## src/rtl/reg_wr_port_ctrl_if.sv

```systemverilog
// Purpose: groups the request/ack handshakes of the ALU and decoder, the
//          register-file stall, the register-file write port outputs and the
//          conflict counter of reg_wr_port_ctrl into one bundle.
// Ports (signals):
//   alu_req/alu_adr/result/alu_ack         ALU write request handshake
//   dec_req/dec_adr/literal_adr/dec_ack    decoder write request handshake
//   wr_stall                               register file cannot take a write
//   reg_we/reg_wr_adr/reg_val              registered write port
//   sel_reg_in_alu_decoder                 1 = ALU, 0 = decoder source
//   conflict_cnt                           saturating count of conflict cycles
// Modports: master = requesters/register file side, slave = controller side.
interface reg_wr_port_ctrl_if #(
    parameter int DataWidth = 8,
    parameter int AdrWidth  = 4,
    parameter int CntWidth  = 8
);
    logic                 alu_req;
    logic [AdrWidth-1:0]  alu_adr;
    logic [DataWidth-1:0] result;
    logic                 alu_ack;
    logic                 dec_req;
    logic [AdrWidth-1:0]  dec_adr;
    logic [DataWidth-1:0] literal_adr;
    logic                 dec_ack;
    logic                 wr_stall;
    logic                 reg_we;
    logic [AdrWidth-1:0]  reg_wr_adr;
    logic [DataWidth-1:0] reg_val;
    logic                 sel_reg_in_alu_decoder;
    logic [CntWidth-1:0]  conflict_cnt;

    modport master (
        output alu_req, alu_adr, result, dec_req, dec_adr, literal_adr, wr_stall,
        input  alu_ack, dec_ack, reg_we, reg_wr_adr, reg_val,
               sel_reg_in_alu_decoder, conflict_cnt
    );

    modport slave (
        input  alu_req, alu_adr, result, dec_req, dec_adr, literal_adr, wr_stall,
        output alu_ack, dec_ack, reg_we, reg_wr_adr, reg_val,
               sel_reg_in_alu_decoder, conflict_cnt
    );
endinterface

```

## src/rtl/reg_wr_port_ctrl.sv

```systemverilog
// Purpose: arbitrates the single register-file write port between the ALU
//          result and the decoder literal, registers the winning address and
//          data, drives a write strobe and source select, and holds the port
//          while the register file stalls.
// Ports:
//   clk    system clock, rising edge
//   reset  synchronous, active-high reset
//   bus    reg_wr_port_ctrl_if.slave: request/ack handshakes, wr_stall,
//          reg_we/reg_wr_adr/reg_val, sel_reg_in_alu_decoder, conflict_cnt
// Configuration macro: RR_ARB_EN
//   defined   -> round-robin on simultaneous requests (first conflict to ALU)
//   undefined -> fixed priority, ALU wins every conflict
//
// state | meaning
// IDLE  | no write on the port, reg_we low
// WRITE | write presented on the port, reg_we high (held while stalled)
module reg_wr_port_ctrl #(
    parameter int DataWidth = 8,
    parameter int AdrWidth  = 4,
    parameter int CntWidth  = 8
) (
    input  logic                  clk,
    input  logic                  reset,
    reg_wr_port_ctrl_if.slave     bus
);

    typedef enum logic {
        IDLE  = 1'b0,
        WRITE = 1'b1
    } state_t;

    state_t               state_q, state_d;
    logic                 reg_we_q, reg_we_d;
    logic [AdrWidth-1:0]  reg_wr_adr_q, reg_wr_adr_d;
    logic [DataWidth-1:0] reg_val_q, reg_val_d;
    logic                 sel_q, sel_d;
    logic [CntWidth-1:0]  conflict_cnt_q, conflict_cnt_d;
    // 1 = ALU was granted last, 0 = decoder
    logic                 last_grant_q, last_grant_d;

    logic accept_ok;
    logic alu_wins;
    logic alu_ack;
    logic dec_ack;

`ifdef RR_ARB_EN
    // Conflict goes to whoever did not win last; reset value (decoder) makes
    // the first conflict go to the ALU.
    assign alu_wins = ~last_grant_q;
`else
    assign alu_wins = 1'b1;
    logic unused_last_grant;
    assign unused_last_grant = last_grant_q;
`endif

    always_comb begin
        state_d        = state_q;
        reg_we_d       = reg_we_q;
        reg_wr_adr_d   = reg_wr_adr_q;
        reg_val_d      = reg_val_q;
        sel_d          = sel_q;
        conflict_cnt_d = conflict_cnt_q;
        last_grant_d   = last_grant_q;
        alu_ack        = 1'b0;
        dec_ack        = 1'b0;

        // A stall only matters once a write is on the port.
        accept_ok = ~reset & ((state_q == IDLE) | ((state_q == WRITE) & ~bus.wr_stall));

        if (accept_ok) begin
            if (bus.alu_req & (~bus.dec_req | alu_wins)) begin
                alu_ack = 1'b1;
            end else if (bus.dec_req) begin
                dec_ack = 1'b1;
            end
        end

        case (state_q)
            IDLE: begin
                if (alu_ack | dec_ack) state_d = WRITE;
            end
            WRITE: begin
                if (~bus.wr_stall & ~(alu_ack | dec_ack)) state_d = IDLE;
            end
            default: state_d = IDLE;
        endcase

        reg_we_d = (state_d == WRITE);

        if (alu_ack) begin
            reg_wr_adr_d = bus.alu_adr;
            reg_val_d    = bus.result;
            sel_d        = 1'b1;
            last_grant_d = 1'b1;
        end else if (dec_ack) begin
            reg_wr_adr_d = bus.dec_adr;
            reg_val_d    = bus.literal_adr;
            sel_d        = 1'b0;
            last_grant_d = 1'b0;
        end

        if (bus.alu_req & bus.dec_req & accept_ok & (conflict_cnt_q != '1)) begin
            conflict_cnt_d = conflict_cnt_q + CntWidth'(1);
        end
    end

    always_ff @(posedge clk) begin
        if (reset) begin
            state_q        <= IDLE;
            reg_we_q       <= 1'b0;
            reg_wr_adr_q   <= '0;
            reg_val_q      <= '0;
            sel_q          <= 1'b0;
            conflict_cnt_q <= '0;
            last_grant_q   <= 1'b0;
        end else begin
            state_q        <= state_d;
            reg_we_q       <= reg_we_d;
            reg_wr_adr_q   <= reg_wr_adr_d;
            reg_val_q      <= reg_val_d;
            sel_q          <= sel_d;
            conflict_cnt_q <= conflict_cnt_d;
            last_grant_q   <= last_grant_d;
        end
    end

    assign bus.alu_ack                = alu_ack;
    assign bus.dec_ack                = dec_ack;
    assign bus.reg_we                 = reg_we_q;
    assign bus.reg_wr_adr             = reg_wr_adr_q;
    assign bus.reg_val                = reg_val_q;
    assign bus.sel_reg_in_alu_decoder = sel_q;
    assign bus.conflict_cnt           = conflict_cnt_q;

endmodule
```

## src/flat_wrapper.sv

```systemverilog
// flat-port wrapper written by rule: the top's interface ports become plain ports
module reg_wr_port_ctrl_flat 
#(
    parameter int DataWidth = 8,
    parameter int AdrWidth  = 4,
    parameter int CntWidth  = 8
)
  (clk, reset, bus_alu_req, bus_alu_adr, bus_result, bus_dec_req, bus_dec_adr, bus_literal_adr, bus_wr_stall, bus_alu_ack, bus_dec_ack, bus_reg_we, bus_reg_wr_adr, bus_reg_val, bus_sel_reg_in_alu_decoder, bus_conflict_cnt);
  reg_wr_port_ctrl_if #(.DataWidth(DataWidth), .AdrWidth(AdrWidth), .CntWidth(CntWidth)) bus_i ();
  input  logic clk;
  input  logic reset;
  input wire logic [$bits(bus_i.alu_req)-1:0] bus_alu_req;
  input wire logic [$bits(bus_i.alu_adr)-1:0] bus_alu_adr;
  input wire logic [$bits(bus_i.result)-1:0] bus_result;
  input wire logic [$bits(bus_i.dec_req)-1:0] bus_dec_req;
  input wire logic [$bits(bus_i.dec_adr)-1:0] bus_dec_adr;
  input wire logic [$bits(bus_i.literal_adr)-1:0] bus_literal_adr;
  input wire logic [$bits(bus_i.wr_stall)-1:0] bus_wr_stall;
  output wire logic [$bits(bus_i.alu_ack)-1:0] bus_alu_ack;
  output wire logic [$bits(bus_i.dec_ack)-1:0] bus_dec_ack;
  output wire logic [$bits(bus_i.reg_we)-1:0] bus_reg_we;
  output wire logic [$bits(bus_i.reg_wr_adr)-1:0] bus_reg_wr_adr;
  output wire logic [$bits(bus_i.reg_val)-1:0] bus_reg_val;
  output wire logic [$bits(bus_i.sel_reg_in_alu_decoder)-1:0] bus_sel_reg_in_alu_decoder;
  output wire logic [$bits(bus_i.conflict_cnt)-1:0] bus_conflict_cnt;
  assign bus_i.alu_req = bus_alu_req;
  assign bus_i.alu_adr = bus_alu_adr;
  assign bus_i.result = bus_result;
  assign bus_i.dec_req = bus_dec_req;
  assign bus_i.dec_adr = bus_dec_adr;
  assign bus_i.literal_adr = bus_literal_adr;
  assign bus_i.wr_stall = bus_wr_stall;
  assign bus_alu_ack = bus_i.alu_ack;
  assign bus_dec_ack = bus_i.dec_ack;
  assign bus_reg_we = bus_i.reg_we;
  assign bus_reg_wr_adr = bus_i.reg_wr_adr;
  assign bus_reg_val = bus_i.reg_val;
  assign bus_sel_reg_in_alu_decoder = bus_i.sel_reg_in_alu_decoder;
  assign bus_conflict_cnt = bus_i.conflict_cnt;
  reg_wr_port_ctrl #(.DataWidth(DataWidth), .AdrWidth(AdrWidth), .CntWidth(CntWidth)) u_core (.clk(clk), .reset(reset), .bus(bus_i));
endmodule
```

## config.mk

```make
export PLATFORM = sky130hd
export DESIGN_NAME = reg_wr_port_ctrl_flat
export DESIGN_NICKNAME = d
export VERILOG_FILES = /design/src/rtl/reg_wr_port_ctrl_if.sv /design/src/rtl/reg_wr_port_ctrl.sv /design/src/flat_wrapper.sv
export SDC_FILE = /design/constraint.sdc
export NUM_CORES = 1
export LEC_CHECK = 0
export CAP_MARGIN = 10
export CORE_MARGIN = 5
export CORE_UTILIZATION = 39
export CTS_CLUSTER_DIAMETER = 50
export DETAILED_ROUTE_END_ITERATION = 6
export GPL_TIMING_DRIVEN = 0
export PLACE_DENSITY = 0.79
export SLEW_MARGIN = 20
export SYNTH_ARGS = -nofsm -noshare
export SYNTH_HDL_FRONTEND = slang
export SYNTH_SLANG_ARGS = --single-unit
```

## constraint.sdc

```tcl
create_clock -name clk -period 2.4 [get_ports clk]
set_clock_uncertainty 0.15 [all_clocks]
set_input_delay 0.48 -clock clk [delete_from_list [all_inputs] [get_ports clk]]
set_output_delay 0.48 -clock clk [all_outputs]
set_load 0.01 [all_outputs]
```

; ---- Yosys cells after proc, flatten, opt, wreduce, memory -nomap -nowiden
; Index checks and enable logic that the tools add are counted.
[totals]
register_bits = 22
input_bits = 29
output_inout_bits = 24
elab_cells = 34
[classes]
n_addsub = 1
n_eq_ne = 1
n_mux = 14
n_bitwise = 12
reduce_logical = 1
[op_table]
columns = operator, n
row1 = 8-bit 2-to-1 mux, 2
row2 = 1-bit 2-to-1 mux, 9
row3 = 8-bit by 1-bit adder with 8-bit output (second input constant), 1
row4 = 4-bit 2-to-1 mux, 2
row5 = 8-bit inequality test (second input constant), 1
row6 = 1-bit bitwise AND, 6
row7 = 1-bit inverter, 4
row8 = 1-bit OR, 2
row9 = 1-bit case mux with 2 select lines, 1
row10 = 2-bit nonzero test, 1

; ---- Longest topological paths before layout
[depth]
word_depth = 10
mapped_depth = 5
mapped_depth_nobuf = 5

; ---- Worst setup path before layout
; Ideal clock, no wire load.
[synth_path]
path_type = input port to output port
start = input bus_wr_stall
end = output bus_dec_ack
t_arrival_ns = 1.212
required_ns = 1.770
slack_ns = 0.558
path_stages = 4
path_buffers = 1
cell_sequence = a21oi_4 > nand2_1 > clkbuf_1 > nor2_1
[synth_between]
elab_chain_len = 5
[synth_rtl]
columns = element, line_no
row1 = from (decl), flat_wrapper.sv:18  ; input wire logic [$bits(bus_i.wr_stall)-1:0] bus_wr_stall;
row2 = 1-bit inverter, reg_wr_port_ctrl.sv:68  ; accept_ok = ~reset & ((state_q == IDLE) | ((state_q == WRITE) & ~bus.wr_stall));
row3 = 1-bit bitwise AND, reg_wr_port_ctrl.sv:68
row4 = 1-bit OR, reg_wr_port_ctrl.sv:68
row5 = 1-bit bitwise AND, reg_wr_port_ctrl.sv:68
row6 = 1-bit 2-to-1 mux, reg_wr_port_ctrl.sv:70  ; if (accept_ok) begin
row7 = to (decl), flat_wrapper.sv:20  ; output wire logic [$bits(bus_i.dec_ack)-1:0] bus_dec_ack;
; No other way between the ends.

; ---- Final worst setup path
[layout_path]
start = input bus_alu_req
end = output bus_alu_ack
[layout_between]
elab_chain_len = 2
[layout_rtl]
columns = element, line_no
row1 = from (decl), flat_wrapper.sv:12  ; input wire logic [$bits(bus_i.alu_req)-1:0] bus_alu_req;
row2 = 1-bit 2-to-1 mux, reg_wr_port_ctrl.sv:71  ; if (bus.alu_req & (~bus.dec_req | alu_wins)) begin
row3 = 1-bit 2-to-1 mux, reg_wr_port_ctrl.sv:70
row4 = to (decl), flat_wrapper.sv:19  ; output wire logic [$bits(bus_i.alu_ack)-1:0] bus_alu_ack;
; No other way between the ends.

==> reports/metrics.yaml <==
cts:
  clock_latency_ns: 0.30
  cts.sink_count: 22
  h-tree-depth: 1
  cts.clk_slew.worst_paths_ns: 0.12
  clockBufferDepth: 2
  cts_made_buffers: 3
  cts_hold_buf: 0
  clockRootBuffer: "clkbuf_4"
  cts_tree: "built"
yosys:
  synthesis.nets: 153
  synth_cell_type_count: 26
  ys_top_cells_by_area: "dfxtp_1 (43%), a311oi_1 (10%), nand3_1 (7.3%), nor2_1 (7.3%), nand2_1 (5.9%)"
  syn_area_per_cell_um2: 8.33
  synth.most_common_cell: "dfxtp_1"
  synthArstFlopShare_pct: 0
  synthFlopType: "dfxtp_1"
  netlist.area_leader.share_pct: 43.0
  synth_area_um2: 1020
  syn_inst: 123
  ys_top_cells_by_count: "dfxtp_1 (22), nor2_1 (20), nand2_1 (16)"
  synth_edf_count: 0
  ys_warn_count: 0
  ys_seq_area_share_pct: 43.0
  ys_seq_elements: 22
  synth_top_cell_by_area: "dfxtp_1"
sta:
  worst_slack_ns: 0.102
  max_freq_ghz: 0.435
  tns_ns: 0
  layout_min_cycle_time_ns: 2.30
  whs_ns: 0.346
  setup_viol: 0
  min_period_over_period_pct: 95.7
  slew_headroom_pct: 68.4
  rsz0062_at_grt: "no"
  worst_pin_slew_ns: 0.475
  slew_violations: 0
  hold_violations: 0
grt:
  gr-total-overflow: 0
  grt_util_all_layers_pct: 17.9
  grt_max_degree: 13
  grt_pass1_wl_um: 5110
  antenna_found_initial: 0
  grt_pass1_vias: 1141
setup_path:
  crit_type: "primary input to output port"
  cp-end-kind: "output port"
  worstReg2RegStart: "u_core.state_q"
  critPathSlowestCell: "clkdlybuf4s50_1"
  critPathLaunch: "bus_alu_req"
  cp_cell_sequence: "clkdlybuf4s50_1 -> nand2_2 -> inv_2 -> dlygate4sd2_1"
  rrSetupSlack_ns: 0.53
  cpPeakStageDelay_ns: 0.63
  required_ns: 1.77
  cp_max_fo: 7
  timing.critical_path.buf_inv: 3
  arrival_ns: 1.67
  startpoint_type: "primary input"
  critPathTopFamily: "buffers and inverters"
floorplanning:
  coreArea_um2: 2500
  dieArea_um2: 3750
  row_count: 18
  dieWidth_um: 61.3
  io_pins: 53
  die_y_um: 61.3
  start_util_pct: 41.0
routing:
  vias: 1146
  wl_met2_um: 1480
  maxUsedRoutingLayer: "met4"
  drt-initial-drc-count: 25
  drtPass1Iterations: 4
  drc: 0
  routed_wl_um: 3070
  wl_met3_um: 365
  post_drt_wl_per_cell_um: 14.6
  viasPerCell: 5.46
  wl_met1_um: 1210
  drtAntennaViolNets: 0
min_path:
  min_from: "u_core.bus.reg_val[5]"
  hp-class: "flop to flop"
placed_design:
  place_ws_ns: -0.692
  gp_congestion: 0.762
  port_buffers: 51
  dp_hpwl_um: 2310
pwr:
  cellPowerDensity_nw_per_um2: 478
  p_leak_nw: 0.593
  peakVddDrop_uv: 349
final_layout:
  nets: 211
  antenna_cells: 0
  area_delta_synth_final_pct: 59.5
  multiInputGateArea_um2: 543
  seqCellArea_um2: 440
  drive_above_1_share_pct: 8.89
  final_util_pct: 65.4
  fill_cells: 225
outcome:
  status: "complete, no violations"
run:
  max-cap-violations: 0
==> worst paths after layout <==
kind | endpoint | cells past startpoint
worst max-delay path | bus_alu_ack | 4
worst max register to register | u_core.bus.reg_wr_adr[2] | 6
worst min register to register | u_core.bus.reg_val[5] | 2
worst min-delay path | u_core.bus.reg_val[5] | 2
==> cell usage in the layout (no fill, tap or decap) <==
cell type         n
a211oi_1          3
a21oi_1           2
a21oi_4           1
a311oi_1         12
a31o_2            1
a31oi_1           1
and3_1            1
and4_1            1
buf_2             1
buf_4             2
clkbuf_1          6
clkbuf_2          1
clkbuf_4          3
clkbuf_8          2
clkdlybuf4s50_1  47
dfxtp_1          22
dlygate4sd2_1     2
dlymetal6s2s_1    1
ha_1              1
inv_1             3
inv_2             1
mux2i_1           2
nand2_1          14
nand2_2           2
nand3_1          15
nand4_1           4
nand4b_1          1
nor2_1           20
o2111ai_4         1
o21ai_0           2
o221a_2           1
o31ai_1           1
or3_1             1
or4_1             1
xor2_1            1
==> tightest hold or removal path: cells and delay by family (launching register included) <==
family | cells | cell delay, ns
and+or+nand+nor | 1 | 0.05
AOI/OAI and AO/OA | 1 | 0.07
DFF | 1 | 0.34
==> report_power, final <==
part	switching, W	internal (W)	total [W]
Clock	0.000115	0.0000926	0.000207
Combinational	0.0000756	0.0000994	0.000175
Sequential	0.0000130	0.000386	0.000399
==> registers in the layout (all words and copies together), names as in the netlist <==
register / count
u_core.bus.reg_wr_adr: 4
u_core.bus.sel_reg_in_alu_decoder: 1
u_core.bus.conflict_cnt: 8
u_core.state_q: 1
u_core.bus.reg_val: 8
==> cells by family (layout without fill, tap and decap cells) <==
| kind of cell | after synthesis | in the layout | share of synthesized area [%] |
|---|---|---|---|
| AND/OR/NAND/NOR | 60 | 60 | 26.6 |
| AO/OA/AOI/OAI | 25 | 25 | 21.9 |
| flip-flops | 22 | 22 | 43.0 |
| buffers and inverters | 12 | 69 | 4.52 |
| multiplexers | 2 | 2 | 1.95 |
| adder cells (fa/ha/maj) | 1 | 1 | 1.22 |
| XOR/XNOR | 1 | 1 | 0.855 |
==> area by class of cell <==
| class | instances | area share (%) |
|---|---|---|
| buffer | 8 | 2.53 |
| clock buffer | 4 | 2.22 |
| inverter | 4 | 0.919 |
| multi-input combinational | 89 | 33.2 |
| sequential | 22 | 27.0 |
| tap | 30 | 2.30 |
| timing repair buffer | 53 | 31.9 |
==> metal layers <==
layer	global-route usage, %	up-vias
met5	0	-
met4	5.57	0
met3	7.55	2
met2	29.9	48
met1	20.7	529
li1	-	567
==> per-stage QoR <==
stage / instance area, um^2 / std cells / power, W
after floorplan: 1020 / 123 / 0.000470
after detailed placement: 1570 / 204 / 0.000577
after global placement: 1570 / 204 / 0.000574
after CTS: 1640 / 210 / 0.000785
final: 1630 / 210 / 0.000781
after global routing: 1630 / 210 / 0.000815
==> repair_timing <==
action / in CTS / in global routing
endpoints found under the setup margin: 2 / 2
endpoints found under the hold margin: 0 / 0
setup buffers: 2 / 0
cloned: 0 / 0
resized for setup: 10 / 2
Note: power is estimated with default switching activity, not from simulation.
